`src/rtl/softmax_pkg.sv`:
```
// Shared constants and types for the softmax AXI4-Stream transmit path.
package softmax_pkg;

  localparam int DATA_SIZE = 16;
  localparam int VEC_CNT_W = 8;
  localparam int FIFO_DEPTH = 4;
  localparam logic [DATA_SIZE-1:0] PAD_VALUE = 16'h8000;

  // LO: no element held; HI: low half of the next beat is held.
  typedef enum logic {
    PK_LO = 1'b0,
    PK_HI = 1'b1
  } pack_state_e;

endpackage

```
`src/rtl/axis_beat_fifo.sv`:
```
// Synchronous first-word-fall-through FIFO; the head entry is visible
// combinationally whenever the FIFO is not empty.
module axis_beat_fifo #(
  parameter int WIDTH = 33,
  parameter int DEPTH = 4,
  localparam int AW = $clog2(DEPTH),
  localparam int CW = AW + 1
) (
  input  logic             axi_clock_i,
  input  logic             axi_reset_n_i,
  input  logic             push_i,
  input  logic [WIDTH-1:0] push_data_i,
  input  logic             pop_i,
  output logic [WIDTH-1:0] head_data_o,
  output logic             full_o,
  output logic             empty_o
);

  logic [WIDTH-1:0] mem_q [DEPTH];
  logic [AW-1:0]    wr_ptr_q;
  logic [AW-1:0]    rd_ptr_q;
  logic [CW-1:0]    count_q;
  logic             do_push;
  logic             do_pop;

  assign full_o      = (count_q == CW'(DEPTH));
  assign empty_o     = (count_q == '0);
  assign do_push     = push_i && !full_o;
  assign do_pop      = pop_i && !empty_o;
  assign head_data_o = mem_q[rd_ptr_q];

  // Storage carries no reset; occupancy alone decides what is valid.
  always_ff @(posedge axi_clock_i) begin
    if (do_push) begin
      mem_q[wr_ptr_q] <= push_data_i;
    end
  end

  always_ff @(posedge axi_clock_i) begin
    if (!axi_reset_n_i) begin
      wr_ptr_q <= '0;
      rd_ptr_q <= '0;
      count_q  <= '0;
    end else begin
      if (do_push) begin
        wr_ptr_q <= wr_ptr_q + AW'(1);
      end
      if (do_pop) begin
        rd_ptr_q <= rd_ptr_q + AW'(1);
      end
      case ({do_push, do_pop})
        2'b10:   count_q <= count_q + CW'(1);
        2'b01:   count_q <= count_q - CW'(1);
        default: count_q <= count_q;
      endcase
    end
  end

endmodule

```
`src/rtl/softmax_axis_packer_16.sv`:
```
// Packs a stream of single elements into two-element AXI4-Stream beats for the
// softmax input, padding odd-length vectors and reporting the vector length.
module softmax_axis_packer_16
  import softmax_pkg::*;
#(
  parameter int                    data_size  = DATA_SIZE,
  parameter int                    fifo_depth = FIFO_DEPTH,
  parameter logic [data_size-1:0]  pad_value  = PAD_VALUE
) (
  input  logic                   axi_clock_i,
  input  logic                   axi_reset_n_i,
  input  logic                   elem_valid_i,
  input  logic [data_size-1:0]   elem_data_i,
  input  logic                   elem_last_i,
  output logic                   elem_ready_o,
  input  logic                   m_axis_ready_i,
  output logic [2*data_size-1:0] m_axis_data_o,
  output logic                   m_axis_valid_o,
  output logic                   m_axis_last_o,
  output logic [VEC_CNT_W-1:0]   pack_vec_len_o,
  output logic                   pack_vec_done_o,
  output logic                   pack_overflow_o
);

  localparam int BEAT_W = 2 * data_size;

  pack_state_e            state_q;
  logic [data_size-1:0]   low_q;
  logic [VEC_CNT_W-1:0]   cnt_q;
  logic [VEC_CNT_W-1:0]   cnt_d;
  logic [VEC_CNT_W-1:0]   len_q;
  logic                   done_q;
  logic                   ovf_q;

  logic                   accept;
  logic                   push;
  logic                   pop;
  logic                   fifo_full;
  logic                   fifo_empty;
  logic [BEAT_W:0]        push_word;
  logic [BEAT_W:0]        head_word;

  assign elem_ready_o = !fifo_full;
  assign accept       = elem_valid_i && elem_ready_o;
  assign push         = accept && ((state_q == PK_HI) || elem_last_i);
  // In LO a beat is only pushed for a last element, so the pad fills the top lane.
  assign push_word    = (state_q == PK_HI) ? {elem_last_i, elem_data_i, low_q}
                                           : {elem_last_i, pad_value, elem_data_i};

  assign m_axis_valid_o = !fifo_empty;
  assign pop            = m_axis_valid_o && m_axis_ready_i;
  assign {m_axis_last_o, m_axis_data_o} = fifo_empty ? '0 : head_word;

  assign pack_vec_len_o  = len_q;
  assign pack_vec_done_o = done_q;
  assign pack_overflow_o = ovf_q;

  // Saturating element count including the element being accepted.
  assign cnt_d = (cnt_q == '1) ? cnt_q : cnt_q + VEC_CNT_W'(1);

  axis_beat_fifo #(
    .WIDTH (BEAT_W + 1),
    .DEPTH (fifo_depth)
  ) u_beat_fifo (
    .axi_clock_i   (axi_clock_i),
    .axi_reset_n_i (axi_reset_n_i),
    .push_i        (push),
    .push_data_i   (push_word),
    .pop_i         (pop),
    .head_data_o   (head_word),
    .full_o        (fifo_full),
    .empty_o       (fifo_empty)
  );

  always_ff @(posedge axi_clock_i) begin
    if (!axi_reset_n_i) begin
      state_q <= PK_LO;
      low_q   <= '0;
    end else if (accept) begin
      case (state_q)
        PK_LO: begin
          if (!elem_last_i) begin
            low_q   <= elem_data_i;
            state_q <= PK_HI;
          end
        end
        PK_HI:   state_q <= PK_LO;
        default: state_q <= PK_LO;
      endcase
    end
  end

  always_ff @(posedge axi_clock_i) begin
    if (!axi_reset_n_i) begin
      cnt_q  <= '0;
      len_q  <= '0;
      done_q <= 1'b0;
      ovf_q  <= 1'b0;
    end else begin
      done_q <= 1'b0;
      if (accept) begin
        if (cnt_q == '1) begin
          ovf_q <= 1'b1;
        end
        if (elem_last_i) begin
          len_q  <= cnt_d;
          done_q <= 1'b1;
          cnt_q  <= '0;
        end else begin
          cnt_q <= cnt_d;
        end
      end
    end
  end

endmodule

```
`config.mk`:
```
export PLATFORM = sky130hd
export DESIGN_NAME = softmax_axis_packer_16
export DESIGN_NICKNAME = d
export VERILOG_FILES = /design/src/rtl/softmax_pkg.sv /design/src/rtl/axis_beat_fifo.sv /design/src/rtl/softmax_axis_packer_16.sv
export SDC_FILE = /design/constraint.sdc
export NUM_CORES = 1
export LEC_CHECK = 0
export BUFFER_PORTS_ARGS = -buffer_cell sky130_fd_sc_hd__buf_2
export CAP_MARGIN = 25
export CORE_MARGIN = 5
export CORE_UTILIZATION = 35
export DETAILED_ROUTE_END_ITERATION = 7
export PLACE_DENSITY_LB_ADDON = 0.15
export SYNTH_ARGS = -nofsm -noshare
export SYNTH_HDL_FRONTEND = slang
export SYNTH_SLANG_ARGS = --single-unit
```
`constraint.sdc`:
```
create_clock -name axi_clock_i -period 2.3 [get_ports axi_clock_i]
set_clock_uncertainty 0.15 [all_clocks]
set_input_delay 0.46 -clock axi_clock_i [delete_from_list [all_inputs] [get_ports axi_clock_i]]
set_output_delay 0.46 -clock axi_clock_i [all_outputs]
set_load 0.02 [all_outputs]
```
# After elaboration in Yosys (flattened, before gate mapping)

Memory sizes are Yosys's and may differ from the RTL's. A register that Yosys moved wholly into a read port is not among the register bits.
Cells that the tools add are included.

Flip-flop bits (word level): 42
Bits in latches: 0
Bits in writable memories: 132
Bits in read-only memories: 0
Input port bits: 21
Output and inout port bits: 45
Word-level logic and storage cells: 47
Memories: 1

Memory list:

| name              | depth | bits a word | read ports | clocked after memory_dff | wr ports | line                 | source |
|---|---|---|---|---|---|---|---|
| u_beat_fifo.mem_q | 4     | 33          | 1          | 1                        | 1        | axis_beat_fifo.sv:19 | `logic [WIDTH-1:0] mem_q [DEPTH];` |

$add $sub $neg: 5
Multiply operators: 0
Div/mod/pow operators: 0
Order comparisons: 0
Eq/ne operators: 4
Shifts and indexed selects: 0
Mux-type cells: 12
Bitwise gates (word level): 2
Reductions and logical operators: 14

Operator list:

| kind                | count |
|---|---|
| $mux 33             | 1 |
| $mux 32             | 1 |
| $mux 8              | 2 |
| $add 8x1->8 const B | 1 |
| $eq 8x8->1 const B  | 1 |
| $pmux 3 s2          | 1 |
| $reduce_and 2->1    | 3 |
| $logic_and 1x1->1   | 5 |
| $add 2x1->2 const B | 2 |
| $mux 1              | 4 |
| $mux 2              | 2 |
| $add 3x1->3 const B | 1 |
| $eq 3x3->1 const B  | 1 |
| $logic_not 3->1     | 1 |
| $reduce_and 3->1    | 1 |
| $sub 3x1->3 const B | 1 |
| $eq 2x1->1 const B  | 1 |
| $eq 2x2->1 const B  | 1 |
| $logic_not 1->1     | 2 |
| $not 1->1           | 2 |
| $pmux 1 s2          | 1 |
| $reduce_bool 2->1   | 1 |
| $logic_or 1x1->1    | 1 |

# Logic depth before layout (Yosys ltp)

Depth in word-level cells: 7
Depth in mapped cells: 11
Depth with buffers taken out: 10

# Cells and area by module

From an unflattened synthesis, not the netlist that was laid out.

Cells, all modules: 480
Area, all modules: 7379.6 µm²

By module, submodules not included:

| module                 | instances | cells an instance | area each (µm²) | sequential area each (µm²) |
|---|---|---|---|---|
| axis_beat_fifo         | 1         | 227               | 5291.3          | 4144.0 |
| softmax_axis_packer_16 | 1         | 253               | 2088.3          | 700.7 |

# Worst setup path after synthesis

Ideal clock, no wire load.

Path type: reg-to-reg
From: register u_beat_fifo.count_q[0]
To: register u_beat_fifo.count_q[2]
Setup time: 70 ps
Arrival time: 2320 ps
Required time: 2080 ps
Setup slack: -239 ps
Cell stages (with the launch flop): 12
Path buffers: 1
Period minus slack after synthesis: 2539 ps
Path through: dfxtp_1 or3b_1 buf_2 nand2_2 nor2_1 inv_2 ha_1 inv_1 fa_1 xor2_1 or3_1 a21oi_1

Cells in the longest elaborated chain, start to end: 7
Elaborated cells on any way between the ends: 15
Classes of those cells: add/sub (2); eq/ne (3); mux (1); reduce/logical (9)

RTL lines:

| what                                                   | line                         | source |
|---|---|---|
| start: declaration                                     | axis_beat_fifo.sv:22         | `logic [CW-1:0] count_q;` |
| start signal: assignment                               | axis_beat_fifo.sv:52         | `2'b10: count_q <= count_q + CW'(1);` |
| start signal: assignment                               | axis_beat_fifo.sv:53         | `2'b01: count_q <= count_q - CW'(1);` |
| start signal: assignment                               | axis_beat_fifo.sv:54         | `default: count_q <= count_q;` |
| $eq 3x3->1 (*)                                         | axis_beat_fifo.sv:26         | `assign full_o = (count_q == CW'(DEPTH));` |
| $logic_not 1->1 (*)                                    | softmax_axis_packer_16.sv:43 | `assign elem_ready_o = !fifo_full;` |
| named net elem_ready_o                                 | softmax_axis_packer_16.sv:15 | `output logic elem_ready_o,` |
| $logic_and 1x1->1                                      | softmax_axis_packer_16.sv:44 | `assign accept = elem_valid_i && elem_ready_o;` |
| $logic_and 1x1->1                                      | softmax_axis_packer_16.sv:45 | `assign push = accept && ((state_q == PK_HI) \|\| elem_last_i);` |
| $logic_and 1x1->1 (*)                                  | axis_beat_fifo.sv:28         | `assign do_push = push_i && !full_o;` |
| $eq 2x1->1 / $eq 2x2->1 (equally long branches)        | axis_beat_fifo.sv:51         | `case ({do_push, do_pop})` |
| $pmux 3 s2 / $reduce_bool 2->1 (equally long branches) | -                            |  |

The timed path passes the listed nets; every way through them passes the cells marked *.
A chain may end at the register's enable or synchronous reset.

==> metrics.md <==
| Metric | Value |
|---|---|
| RD Place Congestion | `0.782` |
| Root buf cell | `clkbuf_16` |
| CTS buffer count | `17` |
| Synth Register Bits | `176` |
| DR pass1 iterations | `5` |
| Post-Syn Instances | `477` |
| Overall routed net length | `15,700 um` |
| Clock Pin Slew Worst Setup and Hold Paths | `0.07 ns` |
| Post-synth EDFFs | `132` |
| 1st-iter DRT viols | `203` |
| # rows | `52` |
| CP arrival | `1.85 ns` |
| WS Path Type | `reg2out` |
| Final WS setup | `-0.161 ns` |
| Syn Nets | `505` |
| DP Area | `8070 um2` |
| Post-synthesis mux area share | `13.1%` |
| Synth Flop Type | `edfxtp_1` |
| Max-cap violations | `0` |
| Fin nets | `582` |
| Final hold viol count | `0` |
| ANT nets after route | `0` |
| CTS tree | `built` |
| CTS Hold Buffers Added | `0` |
| Syn. warnings | `0` |
| Rel. slew slack | `64.2%` |
| Post-route cell area | `8830 um2` |
| Die height | `154 um` |
| Cell count of the worst reg-to-reg path | `10` |
| GR Overflow Total | `0` |
| Hpwl dp | `9260 um` |
| Post-Synth Adder-Cell Area | `1.30%` |
| Via/cell ratio | `4.98` |
| Leakage | `3.07 nW` |
| Area contributors post-synth | `edfxtp_1, dfxtp_1, mux4_2` |
| Synthesized cell area | `7290 um2` |
| Async S/R FF share, synth | `0%` |
| IO Pins | `66` |
| Die Wd | `154 um` |
| Placed instance count | `801` |
| Max clock buf depth | `2` |
| GRT Util Overall | `13.4%` |
| Crit path time final | `2.46 ns` |
| Clk Latency, worst-skew pair | `0.43 ns` |
| WHS Path Cells | `3` |
| Simple-gate share of the synthesized area | `10.7%` |
| Worst-Margin Slew | `0.537 ns` |
| CTS Sinks | `176` |
| Synth-to-layout area growth | `21.1%` |
| Fmax | `406 MHz` |
| Worst Hold Class | `in2reg` |
| # setup viols final | `33` |
| Post-DR wirelength/cell | `18.8 um` |
| # port buffers | `65` |
| DIE AREA | `23,800 um2` |
| Initial antenna violation count | `0` |
| CP Capture Type | `primary output` |
| H-tree depth | `4` |
| Count of cell types in the netlist | `47` |
| Pin count of the biggest net entering global routing | `36` |
| Pwr/cell area | `1100 nW/um2` |
| Status | `finished with violations` |
| Total Power | `9.72 mW` |
| Non-filler instance count after layout | `837` |
| Post-synth top area share | `54.4%` |
| DR vias | `4,169` |
| Starting Density | `35.8%` |
| Antenna cells | `0` |
| Peak VDD IR | `0.000646 V` |
| RSZ-0062 raised after global routing | `yes` |
| Crit share post-route | `107%` |
| DR DRC count | `0` |
| Final Max Slew Viols | `0` |
| Required @ worst endpoint | `1.69 ns` |
| Cell taking the most area after synthesis | `edfxtp_1` |
| Failing checks | `negative setup slack` |
| Fill count | `1,832` |
| Core area | `20,400 um2` |
| Post-synthesis compound-gate area fraction | `5.08%` |
| Fraction of layout cells with a size suffix above 1 | `38.4%` |
| Main combinational cell family by area after synthesis | `multiplexers` |
| Seq/Total Area, Yosys | `66.5%` |
| Vias in the first global route | `4,480` |
| Mean Syn Cell Area | `15.3 um2` |
| CP Max Fanout | `13` |
| Worst setup SP type | `flop` |
| Post-layout util | `43.4%` |
| Xor/xnor share of the synthesized area | `0.601%` |
| First-pass GRT wire length | `24,600 um` |
-- critical path, cell delays in order, from the launching register on --
cell     delay, ns
dfxtp_4       0.40
buf_12        0.18
mux4_2        0.54
and2_4        0.18
buf_6         0.12
-- cell usage after synthesis (2+ instances only) --
master	number
edfxtp_1	132
and2_1	55
dfxtp_1	44
mux4_2	33
nand2_1	28
nand3_1	25
mux2_2	16
nor2_1	16
o21ai_2	16
clkbuf_1	15
o21ai_0	12
inv_1	10
a21oi_1	9
buf_2	6
ha_1	6
buf_6	5
or3_1	4
buf_1	3
mux2i_1	3
nand3_2	3
xor2_1	3
a21oi_2	2
nand2b_1	2
o211ai_1	2
o21a_1	2
o22ai_1	2
o31ai_1	2
xnor2_1	2
-- worst paths after layout --
path                                          to  slack, ns                                start
min reg2reg               low_q[13]$_SDFFE_PN0P_       0.31               low_q[13]$_SDFFE_PN0P_
max                            m_axis_data_o[27]      -0.16                                 flop
max reg2reg  u_beat_fifo.count_q[2]$_SDFFE_PN0P_       0.01  u_beat_fifo.count_q[2]$_SDFFE_PN0P_
min                       low_q[13]$_SDFFE_PN0P_       0.15                      elem_data_i[13]
-- registers in the layout (all words and copies together) (netlist names), named ones only --
register and cells:
pack_vec_done_o 1, low_q 16, pack_overflow_o 1, u_beat_fifo.mem_q 132
u_beat_fifo.count_q 3, cnt_q 8, state_q 1, u_beat_fifo.wr_ptr_q 2
pack_vec_len_o 8, u_beat_fifo.rd_ptr_q 2
-- per-stage QoR --
step           setup WS [ns]  TNS [ns]  hold slack (ns)
6_report              -0.161     -4.11            0.146
5_1_grt               -0.237     -6.60            0.138
4_1_cts               -0.203     -5.65            0.133
3_5_place_dp         -0.0656   -0.0656            0.297
3_3_place_gp         0.00842         0            0.288
2_1_floorplan        -0.0212   -0.0212            0.286
-- logic make-up after synthesis --
| family | after synthesis |
|---|---|
| DFF | 176 |
| and+or+nand+nor | 143 |
| AOI/OAI and AO/OA | 53 |
| muxes | 52 |
| buffers and inverters | 41 |
| adders and majority gates | 7 |
| xor gates and xnor gates | 5 |
-- cell type report --
type	count	area, um2	share of cell area, %
timing repair buffer	88	711	8.05
tap	270	338	3.83
sequential	176	4850	54.9
clock inverter	15	140	1.59
clock buffer	17	425	4.82
inverter	11	41.3	0.468
multi-input combinational	260	2320	26.3
-- per-layer routing --
metal	up-vias	global-route usage [%]	wire (um)
li1	1953	-	-
met1	2115	17.6	7290
met2	87	22.3	7680
met3	14	2.82	551
met4	0	4.54	197
met5	-	0	0
-- cell usage in the layout, fill, tap and decap left out, types with 2 or more instances in the layout --
master,count
mux4_2,33
clkbuf_16,18
and2_1,40
clkinv_4,5
buf_12,10
edfxtp_1,132
o31ai_1,2
o21ai_2,16
nand3_2,3
inv_8,4
and2_4,15
ha_1,5
a21oi_1,9
buf_4,15
inv_6,5
nand3_1,25
o211ai_1,2
buf_2,52
buf_6,10
o21ai_0,12
o21a_1,2
xor2_1,3
a21oi_2,2
nand2_1,28
o22ai_1,2
mux2_2,16
nand2b_1,2
inv_1,10
mux2i_1,3
nor2_1,15
dfxtp_1,42
or3_1,3
xnor2_1,2
-- timing repair --
action                     CTS  global route
setup endpoints to repair   35            36
buffers inserted             0             2
resized for setup           10            37
gates cloned                 0             2
hold endpoints to repair     0             0
pin swaps                    0             9
-- power breakdown --
part	total, mW	internal, mW	switching (mW)	leakage (nW)
registers	3.73	3.65	0.0837	1.57
logic	3.23	1.57	1.66	1.22
clock network	2.76	1.44	1.33	0.277
(Power assumes the default switching activity.)
